===== src/rtl/rr_arbiter_mux_pkg.sv =====
// Shared types and helpers for the round-robin arbiter/mux.
package arb_pkg;

  typedef enum logic [0:0] {
    ARB_IDLE   = 1'b0,
    ARB_LOCKED = 1'b1
  } arb_state_e;

  // Channel-index width, never below one bit so a single-channel build still has a port.
  function automatic int ch_w(input int n);
    return (n < 2) ? 1 : $clog2(n);
  endfunction

endpackage


===== src/rtl/rr_arbiter_mux_if.sv =====
// Valid/ready bundle between NUM_CH sources, the arbiter and one sink.
interface rr_arbiter_mux_if #(
  parameter int NUM_CH = 4,
  parameter int DATA_W = 8
);
  import arb_pkg::*;

  localparam int CH_W = ch_w(NUM_CH);

  logic [NUM_CH-1:0]        in_valid;
  logic [NUM_CH*DATA_W-1:0] in_data;
  logic [NUM_CH-1:0]        in_last;
  logic [NUM_CH-1:0]        in_ready;
  logic                     out_valid;
  logic [DATA_W-1:0]        out_data;
  logic                     out_last;
  logic [CH_W-1:0]          out_ch;
  logic                     out_ready;

  modport master (
    output in_valid, in_data, in_last, out_ready,
    input  in_ready, out_valid, out_data, out_last, out_ch
  );

  modport slave (
    input  in_valid, in_data, in_last, out_ready,
    output in_ready, out_valid, out_data, out_last, out_ch
  );

endinterface


===== src/rtl/rr_arbiter_mux_pick.sv =====
// Combinational round-robin pick: first requester at or above ptr, wrapping modulo NUM_CH.
module rr_priority_pick
  import arb_pkg::*;
#(
  parameter  int NUM_CH = 4,
  localparam int CH_W   = ch_w(NUM_CH)
) (
  input  logic [NUM_CH-1:0] req,
  input  logic [CH_W-1:0]   ptr,
  output logic [CH_W-1:0]   gnt_idx,
  output logic              gnt_any
);

  localparam logic [CH_W:0] NUM_CH_X = (CH_W+1)'(NUM_CH);

  logic [NUM_CH-1:0] rot_s;
  logic [CH_W-1:0]   off_s;

  // Modulo-NUM_CH add; both operands are already below NUM_CH so one subtract suffices.
  function automatic logic [CH_W-1:0] wrap_add(input logic [CH_W-1:0] a, input logic [CH_W-1:0] b);
    logic [CH_W:0] sum;
    sum = {1'b0, a} + {1'b0, b};
    return (sum >= NUM_CH_X) ? CH_W'(sum - NUM_CH_X) : sum[CH_W-1:0];
  endfunction

  // Rotate so that the pointer channel lands on bit 0.
  always_comb begin
    rot_s = '0;
    for (int i = 0; i < NUM_CH; i++) begin
      rot_s[i] = req[wrap_add(CH_W'(i), ptr)];
    end
  end

  // Find-first from bit 0, then rotate the offset back to an absolute channel.
  always_comb begin
    off_s   = '0;
    gnt_any = 1'b0;
    for (int i = NUM_CH - 1; i >= 0; i--) begin
      off_s   = rot_s[i] ? CH_W'(i) : off_s;
      gnt_any = gnt_any | rot_s[i];
    end
    gnt_idx = wrap_add(off_s, ptr);
  end

endmodule


===== src/rtl/rr_arbiter_mux.sv =====
// Round-robin arbiter merging NUM_CH valid/ready streams into one registered stream,
// optionally holding the grant for a whole packet.
module rr_arbiter_mux
  import arb_pkg::*;
#(
  parameter int NUM_CH   = 4,
  parameter int DATA_W   = 8,
  parameter int PKT_MODE = 1
) (
  input  logic            clk,
  input  logic            rst,
  rr_arbiter_mux_if.slave bus
);

  localparam int              CH_W    = ch_w(NUM_CH);
  localparam logic [CH_W-1:0] LAST_CH = CH_W'(NUM_CH - 1);
  localparam logic            PKT_EN  = (PKT_MODE != 0);

  arb_state_e        state_q, state_d;
  logic [CH_W-1:0]   ptr_q, ptr_d;
  logic [CH_W-1:0]   lock_ch_q, lock_ch_d;
  logic              out_valid_q, out_valid_d;
  logic [DATA_W-1:0] out_data_q, out_data_d;
  logic              out_last_q, out_last_d;
  logic [CH_W-1:0]   out_ch_q, out_ch_d;

  logic [NUM_CH-1:0] lock_mask_s;
  logic [NUM_CH-1:0] req_s;
  logic [CH_W-1:0]   pick_ptr_s;
  logic [CH_W-1:0]   gnt_idx_s;
  logic [CH_W-1:0]   gnt_next_s;
  logic              gnt_any_s;
  logic              gnt_last_s;
  logic [DATA_W-1:0] gnt_data_s;
  logic              load_s;
  logic              accept_s;

  // While locked only the owning channel may request, so the picker cannot move the grant.
  assign lock_mask_s = NUM_CH'(1) << lock_ch_q;
  assign req_s       = (state_q == ARB_LOCKED) ? (bus.in_valid & lock_mask_s) : bus.in_valid;
  assign pick_ptr_s  = (state_q == ARB_LOCKED) ? lock_ch_q : ptr_q;

  rr_priority_pick #(
    .NUM_CH (NUM_CH)
  ) u_pick (
    .req     (req_s),
    .ptr     (pick_ptr_s),
    .gnt_idx (gnt_idx_s),
    .gnt_any (gnt_any_s)
  );

  assign load_s     = !out_valid_q | bus.out_ready;
  assign accept_s   = load_s & gnt_any_s & !rst;
  assign gnt_data_s = bus.in_data[int'(gnt_idx_s) * DATA_W +: DATA_W];
  assign gnt_last_s = bus.in_last[gnt_idx_s];
  assign gnt_next_s = (gnt_idx_s == LAST_CH) ? '0 : gnt_idx_s + CH_W'(1);

  assign bus.in_ready  = accept_s ? (NUM_CH'(1) << gnt_idx_s) : '0;
  assign bus.out_valid = out_valid_q;
  assign bus.out_data  = out_data_q;
  assign bus.out_last  = out_last_q;
  assign bus.out_ch    = out_ch_q;

  // Lock FSM next state.
  always_comb begin
    state_d = state_q;
    case (state_q)
      ARB_IDLE:   state_d = (accept_s && PKT_EN && !gnt_last_s) ? ARB_LOCKED : ARB_IDLE;
      ARB_LOCKED: state_d = (accept_s && gnt_last_s) ? ARB_IDLE : ARB_LOCKED;
      default:    state_d = ARB_IDLE;
    endcase
  end

  // Lock FSM outputs: the pointer only advances on beats that leave the arbiter unlocked,
  // so closing a packet moves it to lock_ch+1.
  always_comb begin
    lock_ch_d = (accept_s && (state_d == ARB_LOCKED)) ? gnt_idx_s : lock_ch_q;
    ptr_d     = (accept_s && (state_d == ARB_IDLE)) ? gnt_next_s : ptr_q;
  end

  // Output register: load on accept, drain when consumed, otherwise hold.
  always_comb begin
    out_valid_d = out_valid_q;
    out_data_d  = out_data_q;
    out_last_d  = out_last_q;
    out_ch_d    = out_ch_q;
    if (accept_s) begin
      out_valid_d = 1'b1;
      out_data_d  = gnt_data_s;
      out_last_d  = gnt_last_s;
      out_ch_d    = gnt_idx_s;
    end else if (bus.out_ready) begin
      out_valid_d = 1'b0;
    end else begin
      out_valid_d = out_valid_q;
    end
  end

  // State register.
  always_ff @(posedge clk) begin
    if (rst) begin
      state_q     <= ARB_IDLE;
      ptr_q       <= '0;
      lock_ch_q   <= '0;
      out_valid_q <= 1'b0;
      out_data_q  <= '0;
      out_last_q  <= 1'b0;
      out_ch_q    <= '0;
    end else begin
      state_q     <= state_d;
      ptr_q       <= ptr_d;
      lock_ch_q   <= lock_ch_d;
      out_valid_q <= out_valid_d;
      out_data_q  <= out_data_d;
      out_last_q  <= out_last_d;
      out_ch_q    <= out_ch_d;
    end
  end

endmodule


===== src/flat_wrapper.sv =====
// flat-port wrapper written by rule: the top's interface ports become plain ports
module rr_arbiter_mux_flat import arb_pkg::*;
#(
  parameter int NUM_CH   = 4,
  parameter int DATA_W   = 8,
  parameter int PKT_MODE = 1
)
  (clk, rst, bus_in_valid, bus_in_data, bus_in_last, bus_out_ready, bus_in_ready, bus_out_valid, bus_out_data, bus_out_last, bus_out_ch);
  rr_arbiter_mux_if #(.NUM_CH(NUM_CH), .DATA_W(DATA_W)) bus_i ();
  input  logic clk;
  input  logic rst;
  input wire logic [$bits(bus_i.in_valid)-1:0] bus_in_valid;
  input wire logic [$bits(bus_i.in_data)-1:0] bus_in_data;
  input wire logic [$bits(bus_i.in_last)-1:0] bus_in_last;
  input wire logic [$bits(bus_i.out_ready)-1:0] bus_out_ready;
  output wire logic [$bits(bus_i.in_ready)-1:0] bus_in_ready;
  output wire logic [$bits(bus_i.out_valid)-1:0] bus_out_valid;
  output wire logic [$bits(bus_i.out_data)-1:0] bus_out_data;
  output wire logic [$bits(bus_i.out_last)-1:0] bus_out_last;
  output wire logic [$bits(bus_i.out_ch)-1:0] bus_out_ch;
  assign bus_i.in_valid = bus_in_valid;
  assign bus_i.in_data = bus_in_data;
  assign bus_i.in_last = bus_in_last;
  assign bus_i.out_ready = bus_out_ready;
  assign bus_in_ready = bus_i.in_ready;
  assign bus_out_valid = bus_i.out_valid;
  assign bus_out_data = bus_i.out_data;
  assign bus_out_last = bus_i.out_last;
  assign bus_out_ch = bus_i.out_ch;
  rr_arbiter_mux #(.NUM_CH(NUM_CH), .DATA_W(DATA_W), .PKT_MODE(PKT_MODE)) u_core (.clk(clk), .rst(rst), .bus(bus_i));
endmodule

===== config.mk =====
export PLATFORM = sky130hd
export DESIGN_NAME = rr_arbiter_mux_flat
export DESIGN_NICKNAME = d
export VERILOG_FILES = /design/src/rtl/rr_arbiter_mux_pkg.sv /design/src/rtl/rr_arbiter_mux_if.sv /design/src/rtl/rr_arbiter_mux_pick.sv /design/src/rtl/rr_arbiter_mux.sv /design/src/flat_wrapper.sv
export SDC_FILE = /design/constraint.sdc
export NUM_CORES = 1
export LEC_CHECK = 0
export BUFFER_PORTS_ARGS = -buffer_cell sky130_fd_sc_hd__buf_2
export CAP_MARGIN = 20
export CELL_PAD_IN_SITES_DETAIL_PLACEMENT = 0
export CELL_PAD_IN_SITES_GLOBAL_PLACEMENT = 2
export CORE_ASPECT_RATIO = 0.7
export CORE_UTILIZATION = 32
export DETAILED_ROUTE_END_ITERATION = 10
export PLACE_DENSITY_LB_ADDON = 0.1
export SLEW_MARGIN = 10
export SYNTH_ARGS = -nofsm -noshare
export SYNTH_HDL_FRONTEND = slang
export SYNTH_SLANG_ARGS = --single-unit

===== constraint.sdc =====
create_clock -name clk -period 5.9 [get_ports clk]
set_clock_uncertainty 0.15 [all_clocks]
set_input_delay 0.295 -clock clk [delete_from_list [all_inputs] [get_ports clk]]
set_output_delay 0.295 -clock clk [all_outputs]
set_load 0.01 [all_outputs]

==> out/results.tsv, run 1 <==
metric	value	unit
fmax	261	MHz
leakagePower	0.908	nW
fin_area	2060	sq um
cts_buffer_depth	2	
yosysTopAreaCell	mux4_2	
wirelength	4.65	mm
final_max_slew_viol_count	0	
synth.area.mux_share	0.302	
synth_top_area_share	0.244	
core	4890	sq um
initial_core_util	0.341	
ys_async_sr_fraction	0	
final_antenna_net_count	0	
synth_top_family_by_area	multiplexers	
layout_min_cycle_time	3840	ps
synthFlopType	dfxtp_1	
clock_latency	260	ps
r2r_end	u_core.ptr_q[1]	
synth_fa_ha_area_frac	0.0226	
finalSetupTns	0	ps
cts.sinks	17	
syn_area	1660	sq um
hold_buffers	0	
place.gp.congestion	0.772	
crit_type	reg2reg	
finalSetupViolations	0	
min_from	bus_out_ready	
register_area	340	sq um
ctsHtreeMaxLevel	1	
synth_xor_area_frac	0.0158	
post_cts_buffers	0	
antenna_found_initial	0	
cp_max_fo	15	
p_per_area	521	nW/um^2
dpl_cell_area	2020	sq um
yosysMostFrequentCell	mux4_2	
cts_buffers	3	
slew_headroom	0.458	
worst-slew-pin-transition	813	ps
status	finished clean	
crit_arrival	3840	ps
ys_types	52	
numPortBuffers	58	
synth_compound_area_frac	0.215	
final.period_utilization	0.650	
postSynthCellCount	160	
grt_pass1_wl	7.43	mm
cpPeakStageDelay	840	ps
synth-edff-count	0	
vdd_ir_drop_max	0.224	mV
rrSetupSlack	2060	ps
route.detailed.drc	0	
die-area	5500	sq um
num_rows	21	
crit_start	u_core.state_q	
hold_class	in2reg	
crit_chain	mux2i_2 -> o21ai_0 -> o2111ai_1 -> a211oi_1 -> ha_1 -> mux4_2 -> inv_1 -> a2bb2oi_2 -> mux2_4	
first_pass_iters	6	
clk_pin_slew	80	ps
ff2ff_path_depth	9	
post-dp-hpwl	3.61	mm
ios	59	
nNetsFinal	262	
area_growth	24.0	%
grt_usage	0.177	
r2r_start	u_core.state_q	
grt_pass1_vias	1507	
holdPathStages	3	
die_y	62.3	um
vias	1565	
cts_tree	done	
die_w	88.2	um
end_kind	flip-flop	
grt_max_degree	17	
ys_ff_latch	17	
hold_viol_final	0	
yosys-top-cells-count	mux4_2, dfxtp_1, a221o_1, nor2_1, and2b_1	
viasPerCell	5.51	
synth_fp_nets	206	
cap_violations	0	
fin_util	0.422	
cts_root_buffer	clkbuf_8	
drive_gt1_frac	0.465	
diodes	0	
crit_slowest_cell	ha_1	
ys_seq_area_frac	0.205	
detail_route.wl_per_cell	16.4	um
synth_area_leaders	mux4_2, dfxtp_1, a221o_1	
finalPower	0.00108	W
crit_path_start_kind	flip-flop	
yosys.area_share.simple	0.197	
multiInputGateArea	1250	sq um
synth_area_per_cell	10.4	sq um
holdPathEnd	u_core.bus.out_valid	
rsz0062_at_grt	no	
first_iter_violations	89	
n_fill_cell	505	
cts_resized	0	
required	5900	ps
yosys_warnings	0	
grt-ovfl-total	0	
[through the flow]
step / setup WS (ps) / hold slack (ps) / std cells
final: 2060 / 228 / 284
after global routing: 1680 / 251 / 284
after CTS: 2060 / 214 / 284
after detailed placement: 2070 / 294 / 280
after global placement: 2190 / 313 / 280
after floorplan: 2470 / 345 / 160
[critical path: cells and delay by family (launching register included)]
| family | cells | cell delay [ps] |
|---|---|---|
| flops | 1 | 610 |
| compound gates | 4 | 650 |
| mux | 3 | 1400 |
| buf+inv | 1 | 80 |
| fa+ha+maj | 1 | 840 |
[flip-flops by register name, indices dropped and copies added (netlist names)]
register,cells
u_core.bus.out_data,8
u_core.bus.out_ch,2
u_core.lock_ch_q,2
u_core.ptr_q,2
u_core.bus.out_last,1
u_core.bus.out_valid,1
u_core.state_q,1
[per-layer routing]
layer / global-route usage / vias up / wire length [um]
met5: 0 / - / 0
met4: 0.0302 / 0 / 27
met3: 0.0346 / 4 / 258
met2: 0.257 / 46 / 2060
met1: 0.271 / 769 / 2300
li1: - / 746 / -
[how the worst max path moves through the flow]
stage / to / cells after the start / slack [ps]
5_1_grt: bus_in_ready[3] / 9 / 1680
6_report: u_core.ptr_q[1] / 9 / 2060
3_3_place_gp: u_core.bus.out_data[1] / 9 / 2190
2_1_floorplan: u_core.bus.out_data[0] / 11 / 2470
3_5_place_dp: u_core.bus.out_data[0] / 9 / 2070
4_1_cts: u_core.bus.out_data[0] / 9 / 2060
[cell type report]
cell class                      count  share of cell area
Multi-Input combinational cell    127               0.606
Sequential cell                    17               0.165
Timing Repair Buffer               62               0.155
Tap cell                           69              0.0418
Clock buffer                        3              0.0200
Inverter                            5             0.00910
Clock inverter                      1             0.00243
[power breakdown]
group	internal (W)	total, W	switching (W)
Clock	0.0000470	0.0000939	0.0000469
Combinational	0.000407	0.000772	0.000365
Sequential	0.000160	0.000209	0.0000490
[cell families after synthesis]
family	count (synthesis)
buf+inv	16
simple gates	52
flops	17
fa+ha+maj	3
xor+xnor	3
mux	26
compound gates	43
[cells in the final DEF, fill, tap and decap left out, types with 2 or more instances in the layout]
master / count
o21ai_0: 3
mux2i_1: 3
mux2_2: 2
o21ai_1: 2
a31oi_1: 2
dfxtp_1: 17
a211oi_1: 3
nand2b_1: 5
clkbuf_8: 3
ha_1: 3
and3_1: 5
nand2_1: 5
a221o_1: 8
mux4_2: 18
a21oi_1: 6
buf_2: 58
nand3_1: 5
mux2_4: 2
or3b_1: 2
and2b_1: 7
nor2b_1: 6
a21oi_2: 2
nor2_1: 8
or2_2: 2
a21o_1: 2
o32ai_1: 2
buf_4: 4
xnor2_1: 2
inv_1: 5
(Power assumes the default switching activity.)
==> inputs of run 2 (changes only) <==
CORE_UTILIZATION = 27   (was 32)
clock period = 3.5 ns   (was 5.9 ns; I/O delays follow)
==> out/results.tsv, run 2 (same netlist as run 1, synthesis figures left out) <==
metric	value	unit	change
post-dp-hpwl	3.79	mm	+5.0%
grt_pass1_wl	7.11	mm	-4.3%
multiInputGateArea	1260	sq um	+0.70%
final.period_utilization	0.916		
drive_gt1_frac	0.482		+0.0165
core	5840	sq um	+20%
stdcell_count	293		+3.2%
switching_share	0.429		about the same
combinationalPowerShare	0.721		+0.003
slew_headroom	0.600		+0.142
diodes	0		unchanged
initial_core_util	0.285		-0.0556
grt-ovfl-total	0		unchanged
first_iter_violations	104		+17%
leakagePower	0.924	nW	+1.8%
hold_class	in2reg		
grt_usage	0.148		-0.0286
area_growth	26.7	%	
wirelength	4.84	mm	+4.2%
num_rows	23		+9.5%
numPortBuffers	58		unchanged
required	3170	ps	-2730 ps
holdPathStages	3		unchanged
ff2ff_path_depth	9		unchanged
end_kind	output pin		
die-area	6490	sq um	+18%
fmax	312	MHz	
fin_util	0.361		-0.0613
grt_pass1_vias	1376		-8.7%
hold_buffers	0		unchanged
cts_buffers	3		unchanged
rsz0062_at_grt	no		
cts.sinks	17		unchanged
nNetsFinal	265		+1.1%
die_w	95.8	um	+8.7%
status	finished clean		
p_switching	0.000808	W	+75%
hold_viol_final	0		unchanged
finalSetupTns	0	ps	unchanged
hold_slack	88.6	ps	-139 ps
p_int	0.00107	W	+75%
grt_max_degree	17		unchanged
clock_latency	260	ps	about the same
p_per_area	893	nW/um^2	+71%
viasPerCell	5.29		-4.1%
cts_buffer_depth	2		unchanged
finalSetupViolations	0		unchanged
layout_min_cycle_time	3210	ps	
power_frac_seq	0.193		-0.002
vias	1549		-1.0%
crit_type	reg2out		
dp.cells	289		+3.2%
antenna_found_initial	0		unchanged
n_fill_cell	612		+21%
cp_max_fo	16		+1
register_area	343	sq um	+0.74%
worst-slew-pin-transition	597	ps	-216 ps
clk_pin_slew	80	ps	about the same
die_y	67.7	um	+8.6%
ctsHtreeMaxLevel	1		unchanged
final_antenna_net_count	0		unchanged
crit_path_start_kind	flip-flop		
cts_tree	done		
final_max_slew_viol_count	0		unchanged
ios	59		unchanged
first_pass_iters	4		-2
cts_root_buffer	clkbuf_8		
cap_violations	0		unchanged
clkPwrFrac	0.086		about the same
largest_register_ffs	8		unchanged
crit_arrival	2880	ps	-960 ps
vdd_ir_drop_max	0.358	mV	+59%
layout_common_cells	buf_2, mux4_2, dfxtp_1		
detail_route.wl_per_cell	16.5	um	+0.96%
layout_commonest_cell	buf_2		
place.gp.congestion	0.772		about the same
route.detailed.drc	0		unchanged
## run 2: layer usage
layer	track usage	wire length (um)
met1	0.229	2430
met3	0.0304	262
met5	0	0
met2	0.216	2140
met4	0.0112	8
## run 2: power groups by stage
stage / Combinational, W / Clock, W / Sequential [W]
2_1_floorplan: 0.00103 / 0 / 0.000346
3_3_place_gp: 0.00135 / 0 / 0.000355
3_5_place_dp: 0.00135 / 0 / 0.000358
4_1_cts: 0.00136 / 0.000167 / 0.000355
5_1_grt: 0.00148 / 0.000172 / 0.000375
6_report: 0.00136 / 0.000161 / 0.000364
## run 2: final timing paths
kind | startpoint | endpoint | slack (ps)
setup / recovery | u_core.ptr_q[0] | bus_in_ready[3] | 290
hold / removal | bus_out_ready | u_core.bus.out_valid | 90
setup reg to reg | u_core.ptr_q[1] | u_core.ptr_q[0] | 340
hold reg to reg | u_core.bus.out_last | u_core.bus.out_last | 310
## run 2: through the flow
step                power, W  setup slack [ps]  cell area, sq um
floorplan            0.00138              74.8              1660
global placement     0.00170               177              2050
detailed placement   0.00171               170              2050
CTS                  0.00188               116              2090
global route         0.00202              12.1              2110
finish               0.00188               294              2110
## run 2: what timing repair did
item                       CTS  global route
resized for setup            0             4
buffers inserted             0             0
hold endpoints to repair     0             0
setup endpoints to repair    0            16
## run 2: cell type report
cell class / instances / area share
clock inverters: 1 / 0.00237
inverters: 5 / 0.00890
well taps: 75 / 0.0445
repair buffers: 65 / 0.164
clock buffers: 3 / 0.0196
multi-input cells: 127 / 0.598
flip-flops and latches: 17 / 0.163
## run 2: worst max-delay path: stages, from the launching register on
cell and delay (ps):
dfxtp_2 470, nor2_1 80, a22oi_1 160, nor2_1 50
o21ai_0 160, o2111ai_1 140, a211oi_1 240, ha_1 240
xnor2_1 180, buf_6 230, xnor2_1 160, ha_1 200
and3_1 160, buf_2 130
==> inputs of run 3 (changes only) <==
--- a/config.mk
+++ b/config.mk
@@ -11,3 +11,2 @@
 export CELL_PAD_IN_SITES_GLOBAL_PLACEMENT = 2
-export CORE_ASPECT_RATIO = 0.7
 export CORE_UTILIZATION = 27
--- a/constraint.sdc
+++ b/constraint.sdc
@@ -4,2 +4,2 @@
 set_output_delay 0.175 -clock clk [all_outputs]
-set_load 0.01 [all_outputs]
+set_load 0.1 [all_outputs]
==> out/results.tsv, run 3 (same netlist as run 1, synthesis figures left out) <==
metric	value	unit	change
cts_tree	done		
numPortBuffers	58		unchanged
grt_usage	0.161		+0.0134
final_max_slew_viol_count	0		unchanged
cts_root_buffer	clkbuf_8		
first_pass_iters	4		unchanged
layout_common_cells	buf_2, mux4_2, dfxtp_1		
vdd_ir_drop_max	0.738	mV	+110%
area_growth	30.5	%	
fmax	301	MHz	-3.4%
finalSetupViolations	0		unchanged
p_per_area	1120	nW/um^2	+25%
diodes	0		unchanged
layout_min_cycle_time	3320	ps	+112 ps
initial_core_util	0.281		-0.00379
ctsHtreeMaxLevel	1		unchanged
final.period_utilization	0.948		+0.0319
first_iter_violations	83		-20%
wirelength	4.92	mm	+1.7%
dp.cells	289		unchanged
end_kind	output pin		
vias	1588		+2.5%
viasPerCell	5.42		+2.5%
route.detailed.drc	0		unchanged
post-dp-hpwl	3.81	mm	+0.50%
status	finished clean		
stdcell_count	293		unchanged
rsz0062_at_grt	no		
hold_viol_final	0		unchanged
nNetsFinal	265		unchanged
slew_headroom	0.570		-0.0301
grt_max_degree	23		+6
num_rows	28		+22%
grt-ovfl-total	0		unchanged
finalSetupTns	0	ps	unchanged
cts_buffers	3		unchanged
die-area	6480	sq um	about the same
crit_path_start_kind	flip-flop		
die_y	80.5	um	+19%
clock_latency	250	ps	about the same
ios	59		unchanged
core	5920	sq um	+1.3%
n_fill_cell	618		+0.98%
worst-slew-pin-transition	641	ps	+44.9 ps
cap_violations	0		unchanged
place.gp.congestion	0.823		+6.6%
hold_class	in2reg		
crit_arrival	2990	ps	+110 ps
grt_pass1_vias	1574		+14%
cp_max_fo	10		-6
die_w	80.5	um	-16%
final_antenna_net_count	0		unchanged
crit_type	reg2out		
cts.sinks	17		unchanged
leakagePower	0.934	nW	+1.1%
clk_pin_slew	70	ps	about the same
detail_route.wl_per_cell	16.8	um	+1.7%
cts_buffer_depth	2		unchanged
required	3170	ps	about the same
grt_pass1_wl	7.83	mm	+10%
layout_commonest_cell	buf_2		
antenna_found_initial	0		unchanged
drive_gt1_frac	0.486		+0.00459
largest_register_ffs	8		unchanged
hold_buffers	0		unchanged
finalPower	0.00242	W	+29%
## run 3: per-layer routing
metal	GRT usage	vias up	wire length (um)
li1	-	754	-
met3	0.0295	4	294
met1	0.216	769	2270
met5	0	-	0
met2	0.269	61	2310
met4	0.0321	0	42
## run 3: final cells by class
class | count | area [sq um] | share of cell area
well taps | 75 | 93.8 | 0.0432
inverters | 5 | 18.8 | 0.00865
multi-input cells | 127 | 1250 | 0.578
flip-flops and latches | 17 | 343 | 0.158
repair buffers | 65 | 415 | 0.191
clock buffers | 4 | 45.0 | 0.0207
## run 3: critical path, cell delays in order, from the launching register on
cell and delay [ps]:
dfxtp_2 380, buf_4 160, a22oi_1 200, nor2_1 80
o21ai_0 160, o2111ai_1 130, a211oi_1 260, ha_2 260
xnor2_1 70, buf_4 190, xnor2_1 230, ha_1 220
and3_2 220, buf_12 180
## run 3: where the power goes
part	total [W]	switching, W	internal (W)
Sequential	0.000353	0.0000801	0.000272
Combinational	0.00192	0.00112	0.000799
Clock	0.000152	0.0000716	0.0000808
## run 3: final timing paths
check,slack (ps),endpoint,start,cells past startpoint
worst max-delay path,180,bus_in_ready[3],u_core.ptr_q[0],13
worst min-delay path,70,u_core.bus.out_valid,bus_out_ready,3
worst max register to register,340,u_core.ptr_q[0],u_core.state_q,9
worst min register to register,340,u_core.bus.out_data[3],u_core.bus.out_data[3],1
## run 3: what timing repair did
item,CTS,global route
buffers inserted,0,0
resized for setup,0,3
endpoints found under the setup margin,0,14
## run 3: through the flow
step                      cell area (sq um)  setup slack [ps]  hold WS (ps)   util
after CTS                              2170              41.8          66.3  0.366
after detailed placement               2120               197           316  0.358
final                                  2170               182          71.9  0.367
after global routing                   2170              15.7          99.1  0.367
after global placement                 2120               283           307  0.358
after floorplan                        1670              11.2           246      -
